**config.mk**
```make
export PLATFORM = sky130hd
export DESIGN_NAME = mem_bus_arbiter_flat
export DESIGN_NICKNAME = d
export VERILOG_FILES = /design/src/rtl/mem_bus_arbiter_pkg.sv /design/src/rtl/mem_bus_arbiter_if.sv /design/src/rtl/mem_bus_arbiter_rr_pick2.sv /design/src/rtl/mem_bus_arbiter.sv /design/src/flat_wrapper.sv
export SDC_FILE = /design/constraint.sdc
export NUM_CORES = 1
export LEC_CHECK = 0
export BUFFER_PORTS_ARGS = -buffer_cell sky130_fd_sc_hd__buf_2
export CAP_MARGIN = 30
export CORE_MARGIN = 3
export CORE_UTILIZATION = 48
export CTS_BUF_LIST = sky130_fd_sc_hd__clkbuf_4 sky130_fd_sc_hd__clkbuf_8 sky130_fd_sc_hd__clkbuf_16
export CTS_CLUSTER_DIAMETER = 150
export DETAILED_ROUTE_END_ITERATION = 7
export PLACE_DENSITY = 0.81
export SYNTH_ARGS = -nofsm -noshare
export SYNTH_HDL_FRONTEND = slang
export SYNTH_SLANG_ARGS = --single-unit
```
**constraint.sdc**
```tcl
create_clock -name clk -period 2.6 [get_ports clk]
set_clock_uncertainty 0.2 [all_clocks]
set_input_delay 0.52 -clock clk [delete_from_list [all_inputs] [get_ports clk]]
set_output_delay 0.52 -clock clk [all_outputs]
set_load 0.05 [all_outputs]
```
**src/rtl/mem_bus_arbiter_pkg.sv**
```systemverilog
// Shared types for the CPU/DMA memory bus arbiter: FSM state encoding,
// bus owner identifiers and the wait-state counter width.
package mem_bus_arbiter_pkg;

  typedef enum logic [1:0] {
    IDLE = 2'd0,
    BUSY = 2'd1,
    DONE = 2'd2
  } state_e;

  typedef enum logic {
    OWN_CPU = 1'b0,
    OWN_DMA = 1'b1
  } owner_e;

  // Wide enough for the largest legal wait-state count (7).
  localparam int CNT_W = 3;

endpackage

```
**src/rtl/mem_bus_arbiter_if.sv**
```systemverilog
// Bundle of the CPU port, DMA port and memory port signals around the
// arbiter; slave is the arbiter's view, master is the requesters/memory view.
interface mem_bus_arbiter_if #(
  parameter int N  = 16,
  parameter int AW = 8
);

  logic          cpu_req;
  logic          cpu_we;
  logic [AW-1:0] cpu_addr;
  logic [N-1:0]  cpu_wdata;
  logic [N-1:0]  cpu_rdata;
  logic          cpu_ack;
  logic          cpu_gnt;

  logic          dma_req;
  logic          dma_we;
  logic [AW-1:0] dma_addr;
  logic [N-1:0]  dma_wdata;
  logic [N-1:0]  dma_rdata;
  logic          dma_ack;
  logic          dma_gnt;

  logic          mem_en;
  logic          mem_we;
  logic [AW-1:0] mem_addr;
  logic [N-1:0]  mem_wdata;
  logic [N-1:0]  mem_rdata;

  modport slave (
    input  cpu_req, cpu_we, cpu_addr, cpu_wdata,
    input  dma_req, dma_we, dma_addr, dma_wdata,
    input  mem_rdata,
    output cpu_rdata, cpu_ack, cpu_gnt,
    output dma_rdata, dma_ack, dma_gnt,
    output mem_en, mem_we, mem_addr, mem_wdata
  );

  modport master (
    output cpu_req, cpu_we, cpu_addr, cpu_wdata,
    output dma_req, dma_we, dma_addr, dma_wdata,
    output mem_rdata,
    input  cpu_rdata, cpu_ack, cpu_gnt,
    input  dma_rdata, dma_ack, dma_gnt,
    input  mem_en, mem_we, mem_addr, mem_wdata
  );

endinterface

```
**src/rtl/mem_bus_arbiter_rr_pick2.sv**
```systemverilog
// Two-way round-robin tie-break: a lone requester wins, and on a tie the
// port that was not served last wins. Output is one-hot {dma, cpu}.
module rr_pick2
  import mem_bus_arbiter_pkg::*;
(
  input  logic       req_cpu,
  input  logic       req_dma,
  input  owner_e     last,
  output logic [1:0] gnt_oh
);

  // Grant selection from the two requests and the last-served owner.
  always_comb begin
    gnt_oh = 2'b00;
    if (req_cpu && req_dma) begin
      gnt_oh = (last == OWN_CPU) ? 2'b10 : 2'b01;
    end else if (req_cpu) begin
      gnt_oh = 2'b01;
    end else if (req_dma) begin
      gnt_oh = 2'b10;
    end else begin
      gnt_oh = 2'b00;
    end
  end

endmodule

```
**src/rtl/mem_bus_arbiter.sv**
```systemverilog
// CPU/DMA arbiter for a single-ported memory with WAIT wait states; one
// transaction at a time: accept in IDLE, WAIT+1 cycles of BUSY, ack in DONE.
module mem_bus_arbiter
  import mem_bus_arbiter_pkg::*;
#(
  parameter int N    = 16,
  parameter int AW   = 8,
  parameter int WAIT = 1
) (
  input logic              clk,
  input logic              rst,
  mem_bus_arbiter_if.slave bus
);

  localparam logic [CNT_W-1:0] WAIT_C = CNT_W'(WAIT);

  state_e            state_q, state_d;
  logic [CNT_W-1:0]  cnt_q, cnt_d;
  owner_e            last_q, last_d;
  owner_e            owner_q, owner_d;
  logic              we_q, we_d;
  logic [AW-1:0]     addr_q, addr_d;
  logic [N-1:0]      wdata_q, wdata_d;
  logic [N-1:0]      cpu_rdata_q, cpu_rdata_d;
  logic [N-1:0]      dma_rdata_q, dma_rdata_d;
  logic              mem_en_q, mem_en_d;
  logic              mem_we_q, mem_we_d;
  logic              cpu_gnt_q, cpu_gnt_d;
  logic              dma_gnt_q, dma_gnt_d;
  logic              cpu_ack_q, cpu_ack_d;
  logic              dma_ack_q, dma_ack_d;
  logic              busy_d;
  logic [1:0]        pick_oh;

  rr_pick2 u_pick (
    .req_cpu (bus.cpu_req),
    .req_dma (bus.dma_req),
    .last    (last_q),
    .gnt_oh  (pick_oh)
  );

  // Next-state, latched transaction and next values of the registered outputs.
  always_comb begin
    state_d     = state_q;
    cnt_d       = cnt_q;
    last_d      = last_q;
    owner_d     = owner_q;
    we_d        = we_q;
    addr_d      = addr_q;
    wdata_d     = wdata_q;
    cpu_rdata_d = cpu_rdata_q;
    dma_rdata_d = dma_rdata_q;

    case (state_q)
      IDLE: begin
        if (pick_oh[0]) begin
          owner_d = OWN_CPU;
          we_d    = bus.cpu_we;
          addr_d  = bus.cpu_addr;
          wdata_d = bus.cpu_wdata;
          cnt_d   = WAIT_C;
          state_d = BUSY;
        end else if (pick_oh[1]) begin
          owner_d = OWN_DMA;
          we_d    = bus.dma_we;
          addr_d  = bus.dma_addr;
          wdata_d = bus.dma_wdata;
          cnt_d   = WAIT_C;
          state_d = BUSY;
        end else begin
          state_d = IDLE;
        end
      end
      BUSY: begin
        if (cnt_q != {CNT_W{1'b0}}) begin
          cnt_d = cnt_q - {{(CNT_W-1){1'b0}}, 1'b1};
        end else begin
          state_d = DONE;
          // Read data is only valid in the final BUSY cycle.
          if (!we_q && owner_q == OWN_CPU) begin
            cpu_rdata_d = bus.mem_rdata;
          end else if (!we_q && owner_q == OWN_DMA) begin
            dma_rdata_d = bus.mem_rdata;
          end else begin
            cpu_rdata_d = cpu_rdata_q;
          end
        end
      end
      DONE: begin
        last_d  = owner_q;
        state_d = IDLE;
      end
      default: begin
        state_d = IDLE;
      end
    endcase

    busy_d    = (state_d == BUSY);
    mem_en_d  = busy_d;
    mem_we_d  = busy_d && we_d;
    cpu_gnt_d = busy_d && (owner_d == OWN_CPU);
    dma_gnt_d = busy_d && (owner_d == OWN_DMA);
    cpu_ack_d = (state_d == DONE) && (owner_d == OWN_CPU);
    dma_ack_d = (state_d == DONE) && (owner_d == OWN_DMA);
  end

  // State and output registers; reset leaves DMA as last-served so the CPU wins the first tie.
  always_ff @(posedge clk) begin
    if (rst) begin
      state_q     <= IDLE;
      cnt_q       <= {CNT_W{1'b0}};
      last_q      <= OWN_DMA;
      owner_q     <= OWN_CPU;
      we_q        <= 1'b0;
      addr_q      <= {AW{1'b0}};
      wdata_q     <= {N{1'b0}};
      cpu_rdata_q <= {N{1'b0}};
      dma_rdata_q <= {N{1'b0}};
      mem_en_q    <= 1'b0;
      mem_we_q    <= 1'b0;
      cpu_gnt_q   <= 1'b0;
      dma_gnt_q   <= 1'b0;
      cpu_ack_q   <= 1'b0;
      dma_ack_q   <= 1'b0;
    end else begin
      state_q     <= state_d;
      cnt_q       <= cnt_d;
      last_q      <= last_d;
      owner_q     <= owner_d;
      we_q        <= we_d;
      addr_q      <= addr_d;
      wdata_q     <= wdata_d;
      cpu_rdata_q <= cpu_rdata_d;
      dma_rdata_q <= dma_rdata_d;
      mem_en_q    <= mem_en_d;
      mem_we_q    <= mem_we_d;
      cpu_gnt_q   <= cpu_gnt_d;
      dma_gnt_q   <= dma_gnt_d;
      cpu_ack_q   <= cpu_ack_d;
      dma_ack_q   <= dma_ack_d;
    end
  end

  assign bus.cpu_rdata = cpu_rdata_q;
  assign bus.dma_rdata = dma_rdata_q;
  assign bus.cpu_ack   = cpu_ack_q;
  assign bus.dma_ack   = dma_ack_q;
  assign bus.cpu_gnt   = cpu_gnt_q;
  assign bus.dma_gnt   = dma_gnt_q;
  assign bus.mem_en    = mem_en_q;
  assign bus.mem_we    = mem_we_q;
  assign bus.mem_addr  = addr_q;
  assign bus.mem_wdata = wdata_q;

endmodule

```
**src/flat_wrapper.sv**
```systemverilog
// flat-port wrapper written by rule: the top's interface ports become plain ports
module mem_bus_arbiter_flat import mem_bus_arbiter_pkg::*;
#(
  parameter int N    = 16,
  parameter int AW   = 8,
  parameter int WAIT = 1
)
  (clk, rst, bus_cpu_req, bus_cpu_we, bus_cpu_addr, bus_cpu_wdata, bus_dma_req, bus_dma_we, bus_dma_addr, bus_dma_wdata, bus_mem_rdata, bus_cpu_rdata, bus_cpu_ack, bus_cpu_gnt, bus_dma_rdata, bus_dma_ack, bus_dma_gnt, bus_mem_en, bus_mem_we, bus_mem_addr, bus_mem_wdata);
  mem_bus_arbiter_if #(.N(N), .AW(AW)) bus_i ();
  input logic clk;
  input logic rst;
  input wire logic [$bits(bus_i.cpu_req)-1:0] bus_cpu_req;
  input wire logic [$bits(bus_i.cpu_we)-1:0] bus_cpu_we;
  input wire logic [$bits(bus_i.cpu_addr)-1:0] bus_cpu_addr;
  input wire logic [$bits(bus_i.cpu_wdata)-1:0] bus_cpu_wdata;
  input wire logic [$bits(bus_i.dma_req)-1:0] bus_dma_req;
  input wire logic [$bits(bus_i.dma_we)-1:0] bus_dma_we;
  input wire logic [$bits(bus_i.dma_addr)-1:0] bus_dma_addr;
  input wire logic [$bits(bus_i.dma_wdata)-1:0] bus_dma_wdata;
  input wire logic [$bits(bus_i.mem_rdata)-1:0] bus_mem_rdata;
  output wire logic [$bits(bus_i.cpu_rdata)-1:0] bus_cpu_rdata;
  output wire logic [$bits(bus_i.cpu_ack)-1:0] bus_cpu_ack;
  output wire logic [$bits(bus_i.cpu_gnt)-1:0] bus_cpu_gnt;
  output wire logic [$bits(bus_i.dma_rdata)-1:0] bus_dma_rdata;
  output wire logic [$bits(bus_i.dma_ack)-1:0] bus_dma_ack;
  output wire logic [$bits(bus_i.dma_gnt)-1:0] bus_dma_gnt;
  output wire logic [$bits(bus_i.mem_en)-1:0] bus_mem_en;
  output wire logic [$bits(bus_i.mem_we)-1:0] bus_mem_we;
  output wire logic [$bits(bus_i.mem_addr)-1:0] bus_mem_addr;
  output wire logic [$bits(bus_i.mem_wdata)-1:0] bus_mem_wdata;
  assign bus_i.cpu_req = bus_cpu_req;
  assign bus_i.cpu_we = bus_cpu_we;
  assign bus_i.cpu_addr = bus_cpu_addr;
  assign bus_i.cpu_wdata = bus_cpu_wdata;
  assign bus_i.dma_req = bus_dma_req;
  assign bus_i.dma_we = bus_dma_we;
  assign bus_i.dma_addr = bus_dma_addr;
  assign bus_i.dma_wdata = bus_dma_wdata;
  assign bus_i.mem_rdata = bus_mem_rdata;
  assign bus_cpu_rdata = bus_i.cpu_rdata;
  assign bus_cpu_ack = bus_i.cpu_ack;
  assign bus_cpu_gnt = bus_i.cpu_gnt;
  assign bus_dma_rdata = bus_i.dma_rdata;
  assign bus_dma_ack = bus_i.dma_ack;
  assign bus_dma_gnt = bus_i.dma_gnt;
  assign bus_mem_en = bus_i.mem_en;
  assign bus_mem_we = bus_i.mem_we;
  assign bus_mem_addr = bus_i.mem_addr;
  assign bus_mem_wdata = bus_i.mem_wdata;
  mem_bus_arbiter #(.N(N), .AW(AW), .WAIT(WAIT)) u_core (.clk(clk), .rst(rst), .bus(bus_i));
endmodule
```
==> impl_metrics.tcl <==
set metrics [dict create \
    final_common_cell "buf_2" \
    drt_wl_total_mm 7.460 \
    cts_buffers 9 \
    vias 2796 \
    use_met1_pct 23.65 \
    holdBufCountCts 0 \
    cp_max_fo 12 \
    io_pins 132 \
    antenna_found_initial 0 \
    finalSetupViolations 0 \
    relSlewSlack_pct 50.78 \
    vias_per_cell 5.295 \
    drc 0 \
    htreeDepth 3 \
    min_period_ns 2.118 \
    crit_type "reg2reg" \
    drv_slew 0 \
    arrival_ns 2.17 \
    fin_ws_ns 0.4820 \
    die_height_um 87.44 \
    critPathLaunchType "flop" \
    rows 29 \
    clock_latency_ns 0.33 \
    syn_to_final_growth_pct 27.55 \
    cts.path.max_buffers 2 \
    critPathMostFrequentCell "ha_1" \
    path_cells "inv_1, ha_1, ha_1, and4bb_2, and2_1, mux2i_1" \
    core_area_um2 6386 \
    ff2ff_setup_slack_ns 0.48 \
    cts_root_buf "clkbuf_8" \
    placedCellCount 512 \
    ant_nets 0 \
    grt_pass1_wl_mm 11.99 \
    grt-ovfl-total 0 \
    worst_pin_slew_ns 0.7383 \
    rsz0062_at_grt "false" \
    hold_class "in2reg" \
    reg2reg_depth 6 \
    met3_usage_pct 3.879 \
    synth_cells 324 \
    status "completed" \
    port_buffers 131 \
    start_util_pct 49.84 \
    layout.cells.non_filler 528 \
    grt_max_degree 47 \
    ctsResizeCount 0 \
    ys_types 37 \
    syn-cell-area_um2 3183 \
    ys_seq_area_share_pct 44.03 \
    slowest_delay_ns 0.62 \
    fp.dieW_um 87.44 \
    dieArea_um2 7645 \
    hold_path_end "u_core.owner_q" \
    mostFrequentLayoutCells "buf_2, dfxtp_1, nand2b_1" \
    drt_iter0_markers 120 \
    ir_drop_mv 0.4466 \
    avgSynthCellArea_um2 9.824 \
    drive_above_1_share_pct 41.24 \
    met2_usage_pct 33.36 \
    grt.busiest_layer "met2" \
    wire_per_inst_um 14.13 \
    dp_hpwl_mm 5.581 \
    cap_viol_max_count 0 \
    clock-sinks 70 \
    end_kind "flop" \
    cts_tree "yes" \
    synth-seq-cells 70 \
    hold_depth 2 \
    final_area_um2 4060 \
    fin_crit_sh_pct 81.46 \
    min_from "rst" \
    synth_fp_nets 396 \
    grt_usage_pct 19.69 \
    first_global_vias 2661 \
    place_congestion 0.7493 \
    hold_viol 0 \
    crit_slowest_cell "and2_1" \
    placed_cell_area_um2 3861 \
    cts_setup_buffers 0 \
    p_leak_uw 0.001863 \
    r2r_end "u_core.bus.dma_rdata[2]" \
    first_pass_iters 4 \
    whs_ns 0.2502 \
    worstReg2RegStart "u_core.cnt_q[0]" \
    p_per_area_nw_per_um2 750.6 \
    worstPathRequired_ns 2.66 \
    nets 518 \
    nFillCells 562 \
    num_antenna_cells 0 \
    max_freq_mhz 472.2 \
    yosys_warnings 0 \
    fin_tns_setup_ns 0 \
    post-place-ws_ns 0.4773 \
    clkTransAtPathRegs_ns 0.07 \
]
## per-stage QoR
step	power (uW)	utilization, %
after floorplan	2000	-
after global routing	3211	63.58
final	3048	63.58
after global placement	2198	60.46
after CTS	3075	63.58
after detailed placement	2219	60.46
## critical path, delay by kind of cell, from the launching register on
family                   cells  cell delay (ns)
AND/OR/NAND/NOR              2             0.89
flip-flops                   1             0.31
adder cells (fa/ha/maj)      2             0.31
multiplexers                 1             0.26
buffers and inverters        1             0.07
## how the worst max path moves through the flow
stage                    start                       to  slack, ns
2_1_floorplan  u_core.cnt_q[0]  u_core.bus.dma_rdata[0]       0.75
3_3_place_gp   u_core.cnt_q[0]  u_core.bus.dma_rdata[4]       0.57
3_5_place_dp   u_core.cnt_q[0]  u_core.bus.dma_rdata[5]       0.48
4_1_cts        u_core.cnt_q[0]  u_core.bus.dma_rdata[2]       0.46
5_1_grt        u_core.cnt_q[0]  u_core.bus.dma_rdata[2]       0.29
6_report       u_core.cnt_q[0]  u_core.bus.dma_rdata[2]       0.48
## routing by layer
metal	wire, um	vias to the layer above
li1	-	1401
met1	3072	1266
met2	3706	110
met3	503	19
met4	177	0
met5	0	-
## synth_stat cells
master	count	share of area, %
dfxtp_1	70	44
nand2b_1	50	9.8
mux2i_1	32	10
a21oi_1	25	3.9
nand3_1	24	3.8
o21ai_0	22	3.5
a311oi_2	20	9.4
clkbuf_1	20	2.4
nor2b_1	6	1.2
buf_6	5	1.8
inv_1	5	0.59
a311oi_1	4	1.1
buf_2	4	0.63
nor2_1	4	0.47
nand2_1	3	0.35
and2_1	2	0.39
buf_1	2	0.24
ha_1	2	0.79
nor3_1	2	0.31
nor4_1	2	0.39
o21ai_1	2	0.31
o31ai_1	2	0.47
or3_1	2	0.39
a211o_1	1	0.28
a21bo_2	1	0.31
a32oi_1	1	0.28
and2_4	1	0.28
and4b_1	1	0.31
and4bb_2	1	0.39
buf_4	1	0.24
inv_2	1	0.12
o211ai_1	1	0.24
o21a_1	1	0.24
o21ba_2	1	0.31
or2_1	1	0.20
or3b_1	1	0.28
or3b_2	1	0.28
## flip-flops by register name, summed over array words and instances, names as in the netlist, 2 cells and up
name                  flops
u_core.bus.cpu_rdata     16
u_core.bus.dma_rdata     16
u_core.bus.mem_addr       8
u_core.bus.mem_wdata     16
u_core.cnt_q              3
u_core.state_q            2
## area by class of cell
type	instances	area (um^2)	area share, %
sequential	70	1401	34.51
clock inverter	6	61.31	1.510
timing repair buffer	143	745.7	18.37
inverter	6	22.52	0.5547
multi-input combinational	216	1595	39.29
clock buffer	10	137.6	3.390
tap	77	96.34	2.373
## report_power, final
group / internal [uW] / switching, uW
Clock: 465 / 392
Sequential: 1190 / 61.7
Combinational: 297 / 646
Total: 1950 / 1100
## cells by family after synthesis
family,share of synthesized area (%)
AO/OA/AOI/OAI,20.36
adder cells (fa/ha/maj),0.7860
buffers and inverters,5.935
flip-flops,44.03
multiplexers,10.06
AND/OR/NAND/NOR,18.83
No activity file was read; power rests on OpenSTA's default activity.
